**config.mk**
```make
export PLATFORM = sky130hd
export DESIGN_NAME = debounce_multi_channel
export DESIGN_NICKNAME = d
export VERILOG_FILES = /design/src/rtl/debounce_multi_channel.sv
export SDC_FILE = /design/constraint.sdc
export NUM_CORES = 1
export LEC_CHECK = 0
export ABC_AREA = 1
export ABC_CLOCK_PERIOD_IN_PS = 3100
export BUFFER_PORTS_ARGS = -buffer_cell sky130_fd_sc_hd__buf_2
export CORE_ASPECT_RATIO = 1.75
export CORE_MARGIN = 2
export CORE_UTILIZATION = 45
export DETAILED_ROUTE_END_ITERATION = 8
export SLEW_MARGIN = 40
export SYNTH_ARGS = -nofsm -noshare
export SYNTH_HDL_FRONTEND = slang
export SYNTH_SLANG_ARGS = --single-unit
```
**constraint.sdc**
```tcl
create_clock -name i_Clk -period 3.1 [get_ports i_Clk]
set_clock_uncertainty 0.15 [all_clocks]
set_input_delay 0.155 -clock i_Clk [delete_from_list [all_inputs] [get_ports i_Clk]]
set_output_delay 0.155 -clock i_Clk [all_outputs]
set_load 0.02 [all_outputs]
```
**src/rtl/debounce_multi_channel.sv**
```systemverilog
// N-channel switch debouncer: two-flop synchroniser, stability counter,
// registered rise/fall strobes and a per-channel toggle state.
module debounce_multi_channel #(
  parameter int NUM_CH            = 4,
  parameter int DEBOUNCE_LIMIT    = 250000,
  parameter bit RESET_LEVEL       = 1'b0,
  parameter bit TOGGLE_ON_RELEASE = 1'b1
) (
  input  logic              i_Clk,
  input  logic              i_Rst_L,
  input  logic [NUM_CH-1:0] i_Bouncy,
  output logic [NUM_CH-1:0] o_Debounced,
  output logic [NUM_CH-1:0] o_Rise,
  output logic [NUM_CH-1:0] o_Fall,
  output logic [NUM_CH-1:0] o_Toggle
);

  localparam int              CW   = $clog2(DEBOUNCE_LIMIT + 1);
  localparam logic [CW-1:0]   LAST = CW'(DEBOUNCE_LIMIT - 1);

  logic [NUM_CH-1:0] sync_p0;
  logic [NUM_CH-1:0] sync_p1;
  logic [CW-1:0]     count_p2 [NUM_CH];

  // stage p0/p1: metastability synchroniser on the raw pins
  always_ff @(posedge i_Clk or negedge i_Rst_L) begin
    if (!i_Rst_L) begin
      sync_p0 <= {NUM_CH{RESET_LEVEL}};
      sync_p1 <= {NUM_CH{RESET_LEVEL}};
    end else begin
      sync_p0 <= i_Bouncy;
      sync_p1 <= sync_p0;
    end
  end

  // stage p2: stability counter, level update, strobes and toggle
  always_ff @(posedge i_Clk or negedge i_Rst_L) begin
    if (!i_Rst_L) begin
      for (int ch = 0; ch < NUM_CH; ch++) begin
        count_p2[ch] <= '0;
      end
      o_Debounced <= {NUM_CH{RESET_LEVEL}};
      o_Rise      <= '0;
      o_Fall      <= '0;
      o_Toggle    <= '0;
    end else begin
      o_Rise <= '0;
      o_Fall <= '0;
      for (int ch = 0; ch < NUM_CH; ch++) begin
        if (sync_p1[ch] == o_Debounced[ch]) begin
          count_p2[ch] <= '0;
        end else if (count_p2[ch] == LAST) begin
          count_p2[ch]    <= '0;
          o_Debounced[ch] <= sync_p1[ch];
          o_Rise[ch]      <= sync_p1[ch];
          o_Fall[ch]      <= ~sync_p1[ch];
          if (sync_p1[ch] != TOGGLE_ON_RELEASE) begin
            o_Toggle[ch] <= ~o_Toggle[ch];
          end
        end else begin
          count_p2[ch] <= count_p2[ch] + 1'b1;
        end
      end
    end
  end

endmodule

```
==> summary.txt <==
Status
  • Status: finished clean

Setup path
  • Crit path DAT: ~1.8 ns
  • Crit path required time: 3.17 ns
  • Critical Path Fanout Max: 9
  • Worst setup SP type: flop
  • Setup CP Type: reg -> reg
  • Crit end category: flop

Clocking
  • CTS-repair resized insts: 0
  • Postcts setup bufs: 0
  • TritonCTS clock tree: done
  • Root Buffer: clkbuf_16
  • Worst skew pair latency: 0.34 ns
  • Clock buffer count from CTS: 9
  • Clock tree sinks: 96
  • Clk buf depth: 2
  • Htree depth: 3
  • Reg clk slew, reported paths: 0.07 ns

Global route
  • GRT Resource Usage Total: 18.1%
  • Vias in the first global route: 4014
  • First-pass GRT wire length: ~18000 um
  • Largest net degree at the start of global routing: 97
  • GRT Residual Overflow: 0
  • Antenna violations before repair: 0

Timing
  • Slew Viols, Final: 0
  • Final setup fails: 0
  • Fmax: between 500 and 600 MHz
  • Slew of the pin with the lowest slew margin: 0.668 ns
  • Unrepaired setup endpoints after global routing: no
  • Rel. slew slack: 55.3%
  • PnR worst setup slack: 1.40 ns
  • Final hold violation count: 0
  • Setup TNS Final: 0 ns
  • Period Utilization, post-route: about 55%
  • Hold WS: 0.207 ns
  • Post-layout min period: about 1.7 ns

Synth
  • Yosys top cell by area: dfrtp_1
  • Post-Syn Instances: 613
  • Most used DFF post-synth: dfrtp_1
  • Post-Syn Area: 0.00497 sq mm
  • Synth top cells by count: nor2_1, nand2_1, dfrtp_1
  • Post-Syn Area per Cell: 8.11 sq um
  • Ranking of synthesized cells by area: dfrtp_1, nor2_1, nand2_1
  • EDFF count, synth: 0
  • FFs w/ async S/R, synth: 100%
  • Yosys top cell area share: 48.3%
  • Netlist cell types: 28
  • Post-Syn Nets: 623
  • Ys Warns: 0
  • Post-synthesis sequential area ratio: 48.3%
  • Synthesis-stage register bit count: 96
  • Count leader, synth: nor2_1

Floorplanning
  • Cell row count: 50
  • Die area: between 0.01 and 0.015 sq mm
  • Core Box Area: roughly 0.011 sq mm
  • Die Y: roughly 140 um
  • Initial Util: 46.2%
  • Horiz. Die Dim: 83.4 um
  • Ports: 22

Power
  • Pwr/cell area: ~430 mW/mm^2
  • Leak Pwr: between 2 and 2.5 nW
  • Largest vdd supply drop: 0.355 mV

Routing
  • Vias: 3965
  • Violation count after the first detailed-routing iteration: 194
  • Drt first pass iters: 4
  • Routed wire length: 10000 um
  • Vias per inst: 5.04
  • Routed wire per std cell: 12.7 um
  • ANT nets after route: 0
  • Residual DRC: 0

Cells and area
  • ANT cells: 0
  • Utilization after layout: 52.0%
  • Layout cells sized above 1: 15.2%
  • Fillers: 1020
  • Area growth, synth to finish: 12.5%
  • NumNets Final: 662

Run
  • Max cap viols: 0

Place
  • IO buf count: 21
  • Final HPWL DP: 7230 um
  • GPL Wtd Cong: 0.862
  • DP Worst Slack: 1.38 ns

Worst hold path
  • Min-delay worst type: reg -> reg
==> area by class of cell <==
class	count	area (sq um)	share of cell area [%]
clock buffers	12	256	4.59
clock inverters	3	17.5	0.313
inverters	72	270	4.83
multi-input cells	445	2300	41.1
flip-flops and latches	96	2400	43.0
well taps	130	163	2.91
repair buffers	28	185	3.31
==> worst max-delay path, stage by stage, from the launching register on <==
cell	delay, ns
dfrtp_1	0.41
inv_1	0.08
nor2_2	0.04
nor2_1	0.53
inv_1	0.12
nand2_2	0.18
nor2_1	0.07
==> cell families after synthesis <==
group                      Yosys count  share of synthesized area [%]
and+or+nand+nor                    389                           37.1
DFF                                 96                           48.3
buffers and inverters               72                           5.44
xor gates and xnor gates            28                           4.93
AOI/OAI and AO/OA                   24                           3.22
adders and majority gates            4                           1.01
==> what timing repair did <==
action / CTS / global route
setup endpoints to repair: 0 / 0
endpoints found under the hold margin: 100 / 0
hold buffers: 5 / 0
==> per-layer routing <==
metal  global-route usage, %  routed length (um)  vias up
li1                        -                   -     2016
met1                    21.4                4370     1884
met2                    33.2                5230       51
met3                    2.60                 227       14
met4                    6.96                 190        0
met5                       0                   0        -
==> power breakdown <==
group	internal, W	switching (W)	leakage (nW)	total [W]
clock network	0.000581	0.000461	0.134	0.00104
registers	0.00127	0.0000136	1.31	0.00128
logic	0.0000273	0.0000623	0.869	0.0000897
==> sequential cells by signal (all words and copies together) (netlist names) <==
signal,count
o_Toggle,4
o_Fall,4
sync_p1,4
count_p2,72
sync_p0,4
o_Rise,4
o_Debounced,4
==> placed cells by master, fill, tap and decap left out, drive strengths merged <==
master	synthesis	routed
xor2	18	18
o21ai	10	10
xnor2	10	10
a31oi	3	3
nand2	124	124
nand3	39	39
nor3	26	26
ha	4	4
dlygate4sd3	0	5
nand3b	2	2
buf	0	23
nand4	18	18
clkbuf	0	12
clkinvlp	0	1
a211oi	1	1
dfrtp	96	96
clkinv	0	2
nor3b	7	7
a21oi	10	10
nor2	169	169
inv	72	72
and2	4	4
==> through the flow <==
stage               instance area, sq um  total power [W]  instances
floorplan                           4970          0.00135        613
global placement                    5270          0.00139        766
detailed placement                  5270          0.00140        766
CTS                                 5590          0.00245        786
global route                        5590          0.00250        786
finish                              5590          0.00242        786
==> worst paths after layout <==
kind	start	endpoint	slack, ns	cells after the start
max in group asynchronous	i_Rst_L	count_p2[63]	2.16	3
min in group asynchronous	i_Rst_L	count_p2[51]	0.24	3
hold / removal	sync_p0[0]	sync_p1[0]	0.21	0
setup reg to reg	o_Debounced[0]	count_p2[61]	1.40	6
hold reg to reg	sync_p0[0]	sync_p1[0]	0.21	0
setup / recovery	o_Debounced[0]	count_p2[61]	1.40	6
Note: power is estimated with default switching activity, not from simulation.
